File: config.mk
export PLATFORM = sky130hd
export DESIGN_NAME = rsa_key_sequencer
export DESIGN_NICKNAME = d
export VERILOG_FILES = /design/src/rtl/rsa_key_sequencer.sv
export SDC_FILE = /design/constraint.sdc
export NUM_CORES = 1
export LEC_CHECK = 0
export CORE_MARGIN = 10
export CORE_UTILIZATION = 54
export DETAILED_ROUTE_END_ITERATION = 10
export PLACE_DENSITY = 0.73
export SYNTH_ARGS = -nofsm -noshare
export SYNTH_HDL_FRONTEND = slang
export SYNTH_SLANG_ARGS = --single-unit
File: constraint.sdc
create_clock -name clk -period 143.5 [get_ports clk]
set_clock_uncertainty 0.1 [all_clocks]
set_input_delay 28.7 -clock clk [delete_from_list [all_inputs] [get_ports clk]]
set_output_delay 28.7 -clock clk [all_outputs]
set_load 0.01 [all_outputs]
File: src/rtl/rsa_key_sequencer.sv
// rtl/rsa_key_sequencer.sv - RSA key setup sequencer: n/totient, range check, Euclid coprimality, generator handshake, verify
// Optional generator watchdog: define KEYSEQ_TIMEOUT_EN.
module rsa_key_sequencer #(
    parameter int INPUTSIZE      = 12,
    parameter int TIMEOUT_CYCLES = 4095
) (
    input  logic                   clk,
    input  logic                   rst,
    input  logic                   start,
    input  logic [INPUTSIZE/2-1:0] p,
    input  logic [INPUTSIZE/2-1:0] q,
    input  logic [INPUTSIZE-1:0]   e,
    output logic                   busy,
    output logic                   done,
    output logic                   err,
    output logic [1:0]             err_code,
    output logic [INPUTSIZE-1:0]   n,
    output logic [INPUTSIZE-1:0]   d,
    output logic                   gen_rst,
    output logic [INPUTSIZE-1:0]   gen_e,
    output logic [INPUTSIZE-1:0]   gen_totient,
    input  logic [INPUTSIZE-1:0]   gen_d,
    input  logic                   gen_complete
);
    localparam int W  = INPUTSIZE;
    localparam int HW = INPUTSIZE / 2;
    localparam int W2 = 2 * INPUTSIZE;

    if (TIMEOUT_CYCLES < 1 || TIMEOUT_CYCLES > 65535) begin : g_bad_timeout
        $error("TIMEOUT_CYCLES must fit 16 bits");
    end

    typedef enum logic [3:0] {
        S_IDLE, S_LOAD, S_CALC, S_CHECK, S_GCD,
        S_KICK, S_WAIT, S_VERIFY, S_DONE, S_ERR
    } state_t;

    state_t          state_q;
    logic [HW-1:0]   p_q, q_q;
    logic [W-1:0]    e_q, tot_q, a_q, b_q, gd_q;
    logic            kick_q, first_q;

    logic [HW-1:0]   pm1_d, qm1_d;
    logic [W-1:0]    n_d, tot_d;
    logic [W2-1:0]   prod_d, rem_d;
    logic            range_bad_d;

`ifdef KEYSEQ_TIMEOUT_EN
    localparam logic [15:0] TMO_LAST = 16'(TIMEOUT_CYCLES - 1);
    logic [15:0]     tmo_q;
`endif

    // p,q < 2 make pm1/qm1 wrap, but range_bad_d rejects those operands first
    always_comb begin
        pm1_d       = p_q - HW'(1);
        qm1_d       = q_q - HW'(1);
        n_d         = W'(p_q) * W'(q_q);
        tot_d       = W'(pm1_d) * W'(qm1_d);
        prod_d      = W2'(e_q) * W2'(gd_q);
        rem_d       = prod_d % W2'(tot_q);
        range_bad_d = (p_q < HW'(2)) || (q_q < HW'(2)) || (e_q < W'(2)) || (e_q >= tot_q);
    end

    always_ff @(posedge clk or negedge rst) begin
        if (!rst) begin
            state_q     <= S_IDLE;
            busy        <= 1'b0;
            done        <= 1'b0;
            err         <= 1'b0;
            err_code    <= 2'b00;
            n           <= '0;
            d           <= '0;
            gen_rst     <= 1'b1;
            gen_e       <= '0;
            gen_totient <= '0;
            p_q         <= '0;
            q_q         <= '0;
            e_q         <= '0;
            tot_q       <= '0;
            a_q         <= '0;
            b_q         <= '0;
            gd_q        <= '0;
            kick_q      <= 1'b0;
            first_q     <= 1'b0;
`ifdef KEYSEQ_TIMEOUT_EN
            tmo_q       <= '0;
`endif
        end else begin
            case (state_q)
                S_LOAD: begin
                    p_q     <= p;
                    q_q     <= q;
                    e_q     <= e;
                    state_q <= S_CALC;
                end
                S_CALC: begin
                    n       <= n_d;
                    tot_q   <= tot_d;
                    state_q <= S_CHECK;
                end
                S_CHECK: begin
                    if (range_bad_d) begin
                        err      <= 1'b1;
                        err_code <= 2'b01;
                        busy     <= 1'b0;
                        state_q  <= S_ERR;
                    end else begin
                        a_q     <= e_q;
                        b_q     <= tot_q;
                        state_q <= S_GCD;
                    end
                end
                S_GCD: begin
                    if (a_q == b_q) begin
                        if (a_q == W'(1)) begin
                            gen_e       <= e_q;
                            gen_totient <= tot_q;
                            gen_rst     <= 1'b1;
                            kick_q      <= 1'b0;
                            state_q     <= S_KICK;
                        end else begin
                            err      <= 1'b1;
                            err_code <= 2'b10;
                            busy     <= 1'b0;
                            state_q  <= S_ERR;
                        end
                    end else if (a_q > b_q) begin
                        a_q <= a_q - b_q;
                    end else begin
                        b_q <= b_q - a_q;
                    end
                end
                S_KICK: begin
                    if (!kick_q) begin
                        kick_q <= 1'b1;
                    end else begin
                        gen_rst <= 1'b0;
                        first_q <= 1'b1;
`ifdef KEYSEQ_TIMEOUT_EN
                        tmo_q   <= '0;
`endif
                        state_q <= S_WAIT;
                    end
                end
                S_WAIT: begin
                    // first_q masks a complete left over from the previous generator run
                    first_q <= 1'b0;
                    if (!first_q && gen_complete) begin
                        gd_q    <= gen_d;
                        state_q <= S_VERIFY;
                    end
`ifdef KEYSEQ_TIMEOUT_EN
                    else if (tmo_q == TMO_LAST) begin
                        err      <= 1'b1;
                        err_code <= 2'b11;
                        busy     <= 1'b0;
                        gen_rst  <= 1'b1;
                        state_q  <= S_ERR;
                    end else begin
                        tmo_q <= tmo_q + 16'd1;
                    end
`endif
                end
                S_VERIFY: begin
                    gen_rst <= 1'b1;
                    busy    <= 1'b0;
                    if (rem_d == W2'(1)) begin
                        d       <= gd_q;
                        done    <= 1'b1;
                        state_q <= S_DONE;
                    end else begin
                        err      <= 1'b1;
                        err_code <= 2'b11;
                        state_q  <= S_ERR;
                    end
                end
                default: begin
                    if (start) begin
                        busy     <= 1'b1;
                        done     <= 1'b0;
                        err      <= 1'b0;
                        err_code <= 2'b00;
                        state_q  <= S_LOAD;
                    end
                end
            endcase
        end
    end
endmodule

; ---- Word level (Yosys, flattened, before mapping)
; Cells that the tools add are included.
[op_classes]
magnitude_cmp = 5
n_eq_ne = 22
reduce_logical = 26
div = 1
mul = 3
n_addsub = 4
muxes = 44
bitwise_logic = 2
n_shift = 0
[ops]
columns = op, count
row1 = 12-bit 2-to-1 mux, 6
row2 = 12-bit case mux with 2 select lines, 2
row3 = 4-bit case mux with 7 select lines, 1
row4 = 24-bit by 1-bit equality test with 1-bit output (second input constant), 1
row5 = 24-bit by 12-bit remainder unit with 24-bit output, 1
row6 = 12-bit by 12-bit multiplier with 24-bit output, 1
row7 = 6-bit by 6-bit multiplier with 12-bit output, 2
row8 = 4-bit 2-to-1 mux, 6
row9 = 2-bit != test (second input constant), 12
row10 = 12-bit subtractor, 2
row11 = 1-bit 2-to-1 mux, 17
row12 = 4-bit by 3-bit equality test with 1-bit output (second input constant), 4
row13 = 4-bit AND reduction, 4
row14 = 12-bit by 1-bit equality test with 1-bit output (second input constant), 1
row15 = 12-bit equality test, 1
row16 = 12-bit greater-or-equal comparator, 1
row17 = 12-bit greater-than comparator, 1
row18 = 12-bit by 2-bit < comparator with 1-bit output (second input constant), 1
row19 = 6-bit by 2-bit < comparator with 1-bit output (second input constant), 2
row20 = 6-bit by 1-bit subtractor with 6-bit output (second input constant), 2
row21 = 2-bit 2-to-1 mux, 5
row22 = 3-bit AND reduction, 3
row23 = 4-bit by 2-bit equality test with 1-bit output (second input constant), 2
row24 = 1-bit case mux with 4 select lines, 2
row25 = other kinds (17), 27
[word_totals]
n_memories = 0
latchBits = 0
ramBits = 0
input_bits = 40
mem_bits_ro = 0
regBits = 132

; ---- Depth between registers and ports, before layout
[depth]
ltp_word = 6
ltp_mapped = 325
mapped_depth_nobuf = 307

; ---- Worst setup path before layout
; Ideal clock, no wire load.
[synth_timing]
path_kind = flip-flop to flip-flop
start = register e_q[3]
end = register err
slack_ns = 81.724
t_arrival_ns = 61.551
path_stages_with_launch = 309
synth_period_minus_slack_ns = 61.776
setup_ns = 0.125
path_cell_list = dfrtp_1 clkbuf_1 and2_1 fa_1 inv_1 fa_1 inv_1 fa_1 fa_1 inv_1 fa_1 inv_1 ha_1 o211ai_1 a211o_1 o221ai_1 nand3b_1 and3_1 (+273 left out) and2_1 o21ai_0 nand2b_1 and2_1 o21ai_0 nand2b_1 a21o_1 a21o_1 a21oi_1 inv_1 or4_1 o211ai_1 a311oi_1 o221ai_1 o21a_1 o2111ai_4 nor2b_2 mux2_4
[synth_via]
elab_chain_cells = 5
elab_cells_between_ends = 10
cone_classes = mul: 1 / div: 1 / order compare: 2 / eq/ne: 3 / reduce/logical: 3
[synth_rtl]
columns = item, line_no
row1 = from (decl), 40  ; logic [W-1:0] e_q, tot_q, a_q, b_q, gd_q;
row2 = from (signal assigned), 78  ; e_q <= '0;
row3 = from (signal assigned), 93  ; e_q <= e;
row4 = 12-bit by 12-bit multiplier with 24-bit output or 12-bit by 2-bit < comparator with 1-bit output (tied branches), "59, 61"
row5 = 24-bit by 12-bit remainder unit with 24-bit output or 1-bit logical OR (tied branches), "60, 61"
row6 = 24-bit by 1-bit equality test with 1-bit output or 1-bit logical OR (tied branches), "167, 61"
row7 = 2-bit != test (no line), -
row8 = 6-bit AND reduction (no line) (*), -
row9 = to (signal assigned), 69  ; err <= 1'b0;
row10 = to (signal assigned), 172  ; err <= 1'b1;
row11 = to (signal assigned), 181  ; err <= 1'b0;
row12 = to (decl), 15  ; output logic err,
; Every way passes the cells marked *; elsewhere a longest branch is shown, timed or not.
; A chain may end at the register's enable or synchronous reset.

; ---- Worst setup path in the final report
[layout_timing]
start = register e_q[1]
end = register err
; The elaborated chain is that of the path after synthesis.

==> impl_metrics.py <==
metrics = {
    "timing": {
        "fin_crit_ns": 71.08,
        "fin_crit_sh": 0.4953,
        "worstMarginPinSlew_ns": 1.221,
        "hold_viol": 0,
        "final.setup.tns_ns": 0,
        "rsz0062_at_grt": "false",
        "max_freq_mhz": 14.07,
        "setup_viol": 0,
        "slew_headroom": 0.1853,
        "timing.final.max_slew_violations": 0,
    },
    "synth": {
        "syn_nets": 3902,
        "ys_ff_latch": 132,
        "syn_area_per_cell_um2": 8.032,
        "syn_inst": 3361,
        "synth_cell_types": 122,
        "synth-edff-count": 0,
        "ys.flop_type": "dfrtp_1",
        "yosys_warnings": 0,
        "syn_area_um2": 26990,
        "async_flop_share": 1.000,
        "yosysSeqAreaShare": 0.1224,
    },
    "placement": {
        "place_area_um2": 28490,
        "dp_hpwl_um": 62490,
        "place_congestion": 0.9253,
        "io_buffers": 93,
    },
    "min_path": {
        "hold-path-endpoint": "busy",
        "min_path_type": "reg2reg",
        "hold_depth": 1,
        "min-delay-start": "busy",
    },
    "route": {
        "drt_pass1_iterations": 6,
        "via_per_inst": 6.324,
        "postRouteWirelength_um": 80020,
        "vias": 25730,
        "drtAntennaViolNets": 0,
        "first_iter_violations": 2091,
        "wl_per_cell_um": 19.67,
        "drcViolationCount": 0,
    },
    "setup_path": {
        "ff2ff_path_depth": 291,
        "cp_slowest_cell": "dfrtp_1",
        "r2r-start": "e_q[1]",
        "rr_endpoint": "err",
        "path_delay_family": "compound AO/OA/AOI/OAI gates",
        "cp_data_required_time_ns": 143.72,
        "critical-path-max-stage-delay_ns": 0.77,
        "worstSetupStartpointType": "register",
        "rrSetupSlack_ns": 72.42,
        "path_common_cell": "o21a_1",
        "path_buf_inv": 9,
        "cp.depth": 291,
        "path_max_fanout": 23,
        "cp_data_arrival_time_ns": 71.30,
        "end_kind": "register",
        "critical_path_class": "reg2reg",
    },
    "finish": {
        "n_fill_cell": 4386,
        "area_growth_pct": 7.736,
        "design_area_um2": 29080,
        "fin_nets": 3930,
        "layout_commonest_cell": "nand2_1",
        "final_cell_mix": "nand2_1 (398), ha_1 (364), inv_1 (254)",
        "drive_above_1_share": 0.08054,
    },
    "global_routing": {
        "overflow": 0,
        "antenna_found_initial": 1,
        "grt_pass1_wl_um": 129900,
        "busiest_layer": "met2",
        "grt_pass1_vias": 25400,
        "grt_max_degree": 77,
        "use_met3": 0.04420,
        "track_usage": 0.2609,
        "grtUsageMet1": 0.3344,
        "gr-usage-met2": 0.4366,
    },
    "floorplan": {
        "ios": 94,
        "core-area_um2": 49150,
        "design.die.area_um2": 59330,
        "num_rows": 81,
        "floorplan.initialDensity": 0.5492,
        "dieHeight_um": 243.6,
        "fp.dieW_um": 243.6,
    },
    "clocking": {
        "htreeDepth": 4,
        "cts_setup_buffers": 0,
        "clk_pin_slew_ns": 0.06,
        "cts_tree": "done",
        "numCtsBuffers": 17,
        "clock_latency_ns": 0.44,
        "clockRootBuffer": "clkbuf_16",
        "postCtsResizedCells": 0,
        "clk_path_buf_depth": 2,
        "cts.sinks": 132,
        "ctsHoldBuffers": 0,
    },
    "outcome": {
        "status": "completed",
    },
    "job": {
        "max_cap_viol_count": 0,
    },
}
routing by layer:
metal | wire [um] | share of wire | vias up
li1 | - | - | 12140
met1 | 34550 | 0.43 | 12420
met2 | 37030 | 0.46 | 970
met3 | 5885 | 0.074 | 197
met4 | 2557 | 0.032 | 0
met5 | 0 | 0 | -
cells in the mapped netlist (16+ instances only):
cell type | number | area, um^2
nand2_1 | 398 | 1494
ha_1 | 364 | 4554
inv_1 | 254 | 953.4
nor2_1 | 208 | 780.8
o21ai_0 | 172 | 860.8
a21oi_1 | 164 | 820.8
fa_1 | 137 | 2743
nor3_1 | 133 | 665.6
dfrtp_1 | 131 | 3278
o21a_1 | 127 | 953.4
mux2_2 | 104 | 1171
a21o_1 | 98 | 735.7
xnor2_1 | 98 | 858.3
and2_1 | 95 | 594.3
clkbuf_1 | 88 | 330.3
xor2_1 | 62 | 543.0
nand3_1 | 59 | 295.3
o31ai_1 | 50 | 375.4
o211ai_1 | 44 | 330.3
nand2b_1 | 41 | 256.5
nand4_1 | 30 | 187.7
nor2b_1 | 27 | 168.9
or2_2 | 25 | 156.4
or3_1 | 25 | 156.4
o21bai_1 | 22 | 165.2
o21ai_1 | 18 | 90.09
nor4_1 | 17 | 106.4
a211oi_1 | 16 | 120.1
and3_1 | 16 | 100.1
how the worst max path moves through the flow:
stage / startpoint / endpoint / slack, ns
final: e_q[1] / err / 72.42
after detailed placement: e_q[9] / err / 73.43
after global placement: e_q[9] / err / 76.35
after CTS: e_q[9] / err / 73.22
after global routing: e_q[1] / err / 66.53
after floorplan: e_q[3] / err / 81.72
cell families (layout without fill, tap and decap cells):
group           Yosys count  after routing  synth area share
other cells               0              2                 0
fa+ha+maj               501            501            0.2703
compound gates          918            918            0.2373
xor+xnor                160            160           0.05191
simple gates           1147           1147            0.2077
mux                     134            134           0.05669
flops                   132            132            0.1224
buf+inv                 369            410           0.05367
through the flow:
| step | worst slack (ns) | util | instances | hold WS [ns] |
|---|---|---|---|---|
| final | 72.42 | 0.5917 | 4068 | 0.3882 |
| after detailed placement | 73.43 | 0.5797 | 4034 | 0.3670 |
| after CTS | 73.22 | 0.5916 | 4066 | 0.3942 |
| after global routing | 66.53 | 0.5916 | 4066 | 0.4100 |
| after floorplan | 81.72 | - | 3361 | 0.3986 |
| after global placement | 76.35 | 0.5797 | 4034 | 0.3655 |
cell type report:
| type | instances | area (um^2) | share of cell area |
|---|---|---|---|
| diodes | 2 | 5.005 | 0.0001721 |
| multi-input cells | 2860 | 22260 | 0.7653 |
| clock buffers | 18 | 429.2 | 0.01476 |
| well taps | 664 | 830.8 | 0.02857 |
| clock inverters | 14 | 153.9 | 0.005292 |
| inverters | 258 | 968.4 | 0.03330 |
| flip-flops and latches | 132 | 3304 | 0.1136 |
| repair buffers | 120 | 1135 | 0.03902 |
Power is left out: the tool's default activity adds up to more than one toggle a clock period on the data nets, which glitch-free logic cannot reach.
